### src/rtl/pipe_pkg.sv
// rtl/pipe_pkg.sv - state encoding and shared defaults for the pipeline-register stages
package pipe_pkg;

  typedef enum logic [1:0] {
    EMPTY = 2'b00,
    ONE   = 2'b01,
    TWO   = 2'b10
  } pipe_state_e;

  localparam int unsigned PIPE_INST_W   = 19;
  localparam int unsigned PIPE_PC_W     = 12;
  localparam logic [31:0] PIPE_NOP_INST = 32'd0;

endpackage

### src/rtl/pipe_skid_entry.sv
// rtl/pipe_skid_entry.sv - one instruction+PC holding register with load and synchronous clear
module pipe_skid_entry #(
  parameter int unsigned  W       = 31,
  parameter logic [W-1:0] CLR_VAL = '0
) (
  input  logic         clk_i,
  input  logic         rst_ni,
  input  logic         load_i,
  input  logic         clear_i,
  input  logic [W-1:0] d_i,
  output logic [W-1:0] q_o
);

  logic [W-1:0] data_q;

  // Clear wins over load so a squash can never be undone by a same-cycle write.
  always_ff @(posedge clk_i or negedge rst_ni) begin
    if (!rst_ni) begin
      data_q <= CLR_VAL;
    end else if (clear_i) begin
      data_q <= CLR_VAL;
    end else if (load_i) begin
      data_q <= d_i;
    end
  end

  assign q_o = data_q;

endmodule

### src/rtl/if_id_stage.sv
// rtl/if_id_stage.sv - elastic IF/ID register with two-entry skid buffer; IF_ID_STAGE_STATS_EN adds stall/flush counters
module if_id_stage
  import pipe_pkg::*;
#(
  parameter int unsigned       INST_W   = PIPE_INST_W,
  parameter int unsigned       PC_W     = PIPE_PC_W,
  parameter logic [INST_W-1:0] NOP_INST = INST_W'(PIPE_NOP_INST)
) (
  input  logic              clk,
  input  logic              resetbar,
  input  logic              flush,
  input  logic              in_valid,
  output logic              in_ready,
  input  logic [INST_W-1:0] in_inst,
  input  logic [PC_W-1:0]   in_pc,
  output logic              out_valid,
  input  logic              out_ready,
  output logic [INST_W-1:0] out_inst,
  output logic [PC_W-1:0]   out_pc
`ifdef IF_ID_STAGE_STATS_EN
  ,
  output logic [15:0]       stall_cnt,
  output logic [15:0]       flush_cnt
`endif
);

  localparam int unsigned  W       = INST_W + PC_W;
  localparam logic [W-1:0] CLR_VAL = {NOP_INST, {PC_W{1'b0}}};

  pipe_state_e  state_q, state_d;
  logic         in_ready_q, out_valid_q;
  logic         in_fire, out_fire;
  logic         main_load, main_clear, skid_load, skid_clear;
  logic [W-1:0] in_word, main_d, main_q, skid_q;

  assign in_word  = {in_inst, in_pc};
  assign in_fire  = in_valid & in_ready_q;
  assign out_fire = out_valid_q & out_ready;

  always_comb begin
    state_d    = state_q;
    main_load  = 1'b0;
    main_clear = 1'b0;
    skid_load  = 1'b0;
    skid_clear = 1'b0;
    main_d     = in_word;
    if (flush) begin
      state_d    = EMPTY;
      main_clear = 1'b1;
      skid_clear = 1'b1;
    end else begin
      case (state_q)
        EMPTY: begin
          if (in_fire) begin
            main_load = 1'b1;
            state_d   = ONE;
          end
        end
        ONE: begin
          if (in_fire && out_fire) begin
            main_load = 1'b1;
          end else if (in_fire) begin
            skid_load = 1'b1;
            state_d   = TWO;
          end else if (out_fire) begin
            main_clear = 1'b1;
            state_d    = EMPTY;
          end
        end
        TWO: begin
          // in_ready is low here, so only the drain path can move.
          if (out_fire) begin
            main_load  = 1'b1;
            main_d     = skid_q;
            skid_clear = 1'b1;
            state_d    = ONE;
          end
        end
        default: begin
          state_d    = EMPTY;
          main_clear = 1'b1;
          skid_clear = 1'b1;
        end
      endcase
    end
  end

  // Handshake outputs are registered from the next state to keep decode's ready off the fetch path.
  always_ff @(posedge clk or negedge resetbar) begin
    if (!resetbar) begin
      state_q     <= EMPTY;
      in_ready_q  <= 1'b1;
      out_valid_q <= 1'b0;
    end else begin
      state_q     <= state_d;
      in_ready_q  <= (state_d != TWO);
      out_valid_q <= (state_d != EMPTY);
    end
  end

  pipe_skid_entry #(
    .W       (W),
    .CLR_VAL (CLR_VAL)
  ) u_main (
    .clk_i   (clk),
    .rst_ni  (resetbar),
    .load_i  (main_load),
    .clear_i (main_clear),
    .d_i     (main_d),
    .q_o     (main_q)
  );

  pipe_skid_entry #(
    .W       (W),
    .CLR_VAL (CLR_VAL)
  ) u_skid (
    .clk_i   (clk),
    .rst_ni  (resetbar),
    .load_i  (skid_load),
    .clear_i (skid_clear),
    .d_i     (in_word),
    .q_o     (skid_q)
  );

  assign in_ready  = in_ready_q;
  assign out_valid = out_valid_q;
  assign out_inst  = main_q[W-1:PC_W];
  assign out_pc    = main_q[PC_W-1:0];

`ifdef IF_ID_STAGE_STATS_EN
  logic [15:0] stall_cnt_q, flush_cnt_q;

  always_ff @(posedge clk or negedge resetbar) begin
    if (!resetbar) begin
      stall_cnt_q <= 16'd0;
      flush_cnt_q <= 16'd0;
    end else begin
      if (out_valid_q && !out_ready && (stall_cnt_q != 16'hFFFF)) begin
        stall_cnt_q <= stall_cnt_q + 16'd1;
      end
      if (flush && (flush_cnt_q != 16'hFFFF)) begin
        flush_cnt_q <= flush_cnt_q + 16'd1;
      end
    end
  end

  assign stall_cnt = stall_cnt_q;
  assign flush_cnt = flush_cnt_q;
`endif

endmodule

### config.mk
export PLATFORM = sky130hd
export DESIGN_NAME = if_id_stage
export DESIGN_NICKNAME = d
export VERILOG_FILES = /design/src/rtl/pipe_pkg.sv /design/src/rtl/pipe_skid_entry.sv /design/src/rtl/if_id_stage.sv
export SDC_FILE = /design/constraint.sdc
export NUM_CORES = 1
export LEC_CHECK = 0
export ABC_AREA = 0
export CAP_MARGIN = 10
export CORE_ASPECT_RATIO = 0.75
export CORE_MARGIN = 3
export CORE_UTILIZATION = 35
export DETAILED_ROUTE_END_ITERATION = 10
export SETUP_SLACK_MARGIN = 0.1
export SYNTH_ARGS = -nofsm -noshare
export SYNTH_HDL_FRONTEND = slang
export SYNTH_SLANG_ARGS = --single-unit
### constraint.sdc
create_clock -name clk -period 2.1 [get_ports clk]
set_input_delay 0.63 -clock clk [delete_from_list [all_inputs] [get_ports clk]]
set_output_delay 0.63 -clock clk [all_outputs]
set_load 0.01 [all_outputs]
Word level (Yosys, flattened, before mapping)
Cells that the tools add are included.
- register bits: 66
- input port bits: 36
- output and inout bits: 33
- word-level logic and storage cells: 45
- equality and inequality tests: 3
- muxes and demuxes: 28
- bitwise gates (word level): 2
- reduce and logical (&&, ||, !) cells: 7
- operators by type and width (cell ; count):
    $mux 31 ; 7
    $mux 2 ; 6
    $mux 1 ; 11
    $pmux 2 s3 ; 1
    $reduce_bool 2->1 ; 3
    $pmux 1 s2 ; 2
    $reduce_or 2->1 ; 2
    $pmux 1 s3 ; 1
    $and 1x1->1 ; 2
    $eq 2x1->1 const B ; 1
    $eq 2x2->1 const B ; 1
    $logic_not 2->1 ; 1
    $ne 2x2->1 const B ; 1
    $logic_and 1x1->1 ; 1

Logic depth before layout (Yosys ltp)
- depth in word-level cells: 7
- gate-level depth with buffers: 7

By module
Synthesis repeated with hierarchy kept, for this count alone.
- cell total of the unflattened synthesis: 263
- area total of the unflattened synthesis: 3228.1 sq um
- modules (own cells, without submodules) (module ; times used ; cells an instance ; area an instance (sq um)):
    pipe_skid_entry ; 2 ; 100 ; 1285.0
    if_id_stage ; 1 ; 63 ; 658.1

Least setup slack after synthesis
No wires, ideal clock.
- kind: input to register
- from: in in_valid
- to: reg u_main.data_q[28] (netlist: u_main.q_o[28])
- data arrival time: 1511 ps
- data required time: 1973 ps
- setup slack: 462 ps
- cell stages on the path: 5
- buffers on the path: 1
- cells stage by stage: nand2_1 > a22oi_2 > nor2_2 > buf_6 > a221o_2
- longest elaborated chain between the ends: 6
- elaborated cells on any way between the ends: 12
- ends and longest elaborated chain (item ; line ; RTL):
    from (decl) ; if_id_stage.sv:12 ; input logic in_valid,
    $and 1x1->1 * ; if_id_stage.sv:37 ; assign in_fire = in_valid & in_ready_q;
    $mux 1 or $logic_and 1x1->1 (tied branches) ; if_id_stage.sv:62, if_id_stage.sv:60 ;
    $mux 1 ; if_id_stage.sv:60 ; if (in_fire && out_fire) begin
    $pmux 1 s2 or $pmux 1 s3 (tied branches) ; if_id_stage.sv:52 ; case (state_q)
    $mux 1 ; if_id_stage.sv:47 ; if (flush) begin
    $mux 31 or $reduce_bool 2->1 (tied branches) ; n/a ;
    to (signal assigned) ; pipe_skid_entry.sv:23 ; data_q <= d_i;
    to (decl) ; pipe_skid_entry.sv:14 ; logic [W-1:0] data_q;
Mark *: on every way between the ends. The rest lies on a longest branch, timed or not.
A chain may end at the register's enable or synchronous reset.

Worst setup path after layout
- from: reg out_valid_q (netlist: out_valid)
- to: out out_valid
- RTL lines (item ; line ; RTL):
    from (decl) ; if_id_stage.sv:31 ; logic in_ready_q, out_valid_q;
    from (signal assigned) ; if_id_stage.sv:97 ; out_valid_q <= (state_d != EMPTY);
    to (decl) ; if_id_stage.sv:16 ; output logic out_valid,
No word-level cell between the ends.

==> flow_summary.ini <==
[run_status]
outcome = completed

[place]
port_buffers = 68
dpl_worst_slack_ns = -0.123
dpl.hpwl_um = 4640
place_congestion = 0.772

[final_layout]
drive_above_1_share_pct = 21.7
seqCellArea_um2 = 1650
multiInputGateArea_um2 = 1110
area_growth_pct = 38.7
antenna_cells = 0
nFillCells = 736
nets = 349

[clocking]
clockRootBuffer = clkbuf_8
hold_buffers = 0
cts_htree_levels = 3
cts_inserted_buffers = 9
clk_latency_ns = 0.35
cts_tree = done
clk_pin_slew_ns = 0.09
clock_sinks = 66
cts_buffer_depth = 2

[global_routing]
grt_antenna_before_repair = 0
grtUsageTotal_pct = 15.5
grt_pass1_vias = 2236
grt_pass1_wl_um = 11700
grt_max_degree = 67
grt-ovfl-total = 0

[floorplan]
io_pins = 69
chipHeight_um = 84.9
coreArea_um2 = 7990
row_count = 28
die_w_um = 111
dieArea_um2 = 9440
start_util_pct = 36.4

[sta]
slew-limit-headroom_pct = 76.8
min_period_ns = 1.93
max_freq_ghz = 0.519
hold_viol = 0
setup_slack_ns = 0.172
final_max_slew_viol_count = 0
worst_pin_slew_ns = 0.339
skew_ns = 0.0145
period_share_pct = 91.8
rsz0062_at_grt = no
final.setup.tns_ns = 0
finalSetupViolations = 0

[setup_path]
critPathSlowestCell = clkdlybuf4s50_1
end_kind = output pin
crit_start = out_valid
crit_type = flip-flop to output pin
worstPathArrival_ns = 1.30
cp_max_fo = 4
critPathBufInv = 1
required_ns = 1.47
critPathTopFamily = buffers and inverters
start_kind = flip-flop
r2r_start = state_q[1]
worstPathCellList = clkdlybuf4s50_1
cp_slowest_stage_delay_ns = 0.55

[synthesis]
ys_seq_area_share_pct = 56.9
syn_nets = 270
synth_cell_types = 26
syn_area_um2 = 2910
synth-main-ff-cell = dfrtp_1
ys_ff_latch = 66
synthTopCellsByCount = 65 x dfrtp_1, 34 x nor2_1, 32 x nand2b_1
synth.area.top_cells = dfrtp_1 56%, o2bb2ai_1 9.3%, a221o_2 8.5%, nand2b_1 6.9%, nor2_1 4.4%
synthCells = 234
ys_warn_count = 0
synth-edff-count = 0
synth.most_common_cell = dfrtp_1
synth_top_cell_by_area = dfrtp_1
syn_avg_cell_area_um2 = 12.4
async_flop_share_pct = 100
synth_top_area_share_pct = 56.0

[power]
power.leakage_uw = 0.00166
power_density_nw_per_um2 = 788
ir_drop_v = 0.000305

[route]
wl_um = 7120
drt_pass1_iterations = 4
via_count = 2181
ant_nets = 0
drtIter0Drc = 172
drc = 0
avgRoutedWirePerCell_um = 16.8
vias_per_cell = 5.16

[flow_run]
cap_violations = 0

[worst_hold_path]
hold_class = input port to async pin
## through the flow
stage / util (%) / area [um2] / hold slack (ns) / cells / total power, uW
after global placement: 47.5 / 3790 / 0.499 / 405 / 1990
after detailed placement: 47.5 / 3790 / 0.499 / 405 / 1990
after global routing: 50.5 / 4030 / 0.294 / 423 / 3330
after CTS: 50.3 / 4020 / 0.294 / 421 / 3220
after floorplan: - / 2910 / 0.334 / 234 / 1690
final: 50.5 / 4030 / 0.282 / 423 / 3180
## cell families (layout without fill, tap and decap cells)
kind of cell    after synthesis  count (layout)  share of synthesized area (%)
simple gates                 74              74                           13.1
flops                        66              66                           56.9
buf+inv                      22             106                           5.43
xor+xnor                      1               1                          0.302
compound gates               71              71                           24.2
## registers in the layout (all words and copies together), names as in the netlist
| signal | count |
|---|---|
| u_main.q_o | 31 |
| in_ready | 1 |
| u_skid.q_o | 31 |
| state_q | 2 |
| out_valid | 1 |
## worst register-to-register path: stages, from the launching register on
cell and delay (ns):
dfrtp_1 0.47, buf_4 0.20, nand2b_1 0.12, or2_1 0.25, buf_12 0.19, nor2_1 0.06
a221o_2 0.29
## final timing paths
| kind | to | slack [ns] | cells after the start |
|---|---|---|---|
| setup / recovery | out_valid | 0.17 | 1 |
| hold / removal | u_main.q_o[9] | 0.28 | 2 |
| setup reg to reg | u_main.q_o[14] | 0.41 | 6 |
| hold reg to reg | u_main.q_o[12] | 0.52 | 1 |
| max in group asynchronous | in_ready | 1.47 | 2 |
| min in group clk | u_main.q_o[12] | 0.52 | 1 |
## report_power, final
group	switching (uW)	total (uW)	internal (uW)
sequential	57.3	1420	1360
combinational	254	556	301
clock	527	1210	679
## per-layer routing
layer / vias to the layer above / GRT usage (%) / routed length (um)
met2: 68 / 21.9 / 2960
met5: - / 0 / 0
met1: 1062 / 22.5 / 3640
met4: 0 / 4.64 / 78
li1: 1042 / - / -
met3: 9 / 5.42 / 437
## placed cells by master (no fill, tap or decap), drive strengths merged
cell | Yosys | layout
clkdlybuf4s50 | 0 | 66
dfrtp | 65 | 65
nor2 | 35 | 35
nand2b | 32 | 32
a221o | 32 | 32
o2bb2ai | 31 | 31
buf | 16 | 23
clkbuf | 6 | 9
nand2 | 4 | 4
clkinv | 0 | 3
a221oi | 2 | 2
inv | 0 | 2
bufinv | 0 | 2
a2111oi | 2 | 2
a31oi | 1 | 1
nor2b | 1 | 1
a211oi | 1 | 1
xor2 | 1 | 1
a22oi | 1 | 1
or2 | 1 | 1
nor4 | 1 | 1
a21oi | 1 | 1
dfstp | 1 | 1
dlygate4sd2 | 0 | 1
## area by class of cell
class	instances	area share [%]
clock buffer	9	3.07
clock inverter	7	2.48
multi-input combinational	146	27.4
sequential	66	41.0
tap	105	3.26
timing repair buffer	90	22.7
## repair_timing
action | 4_1_cts | 5_1_grt
setup endpoints to repair | 2 | 1
gates resized for setup | 2 | 0
pin swaps | 0 | 0
cloned | 0 | 0
buffers inserted | 0 | 2
(Power assumes the default switching activity.)
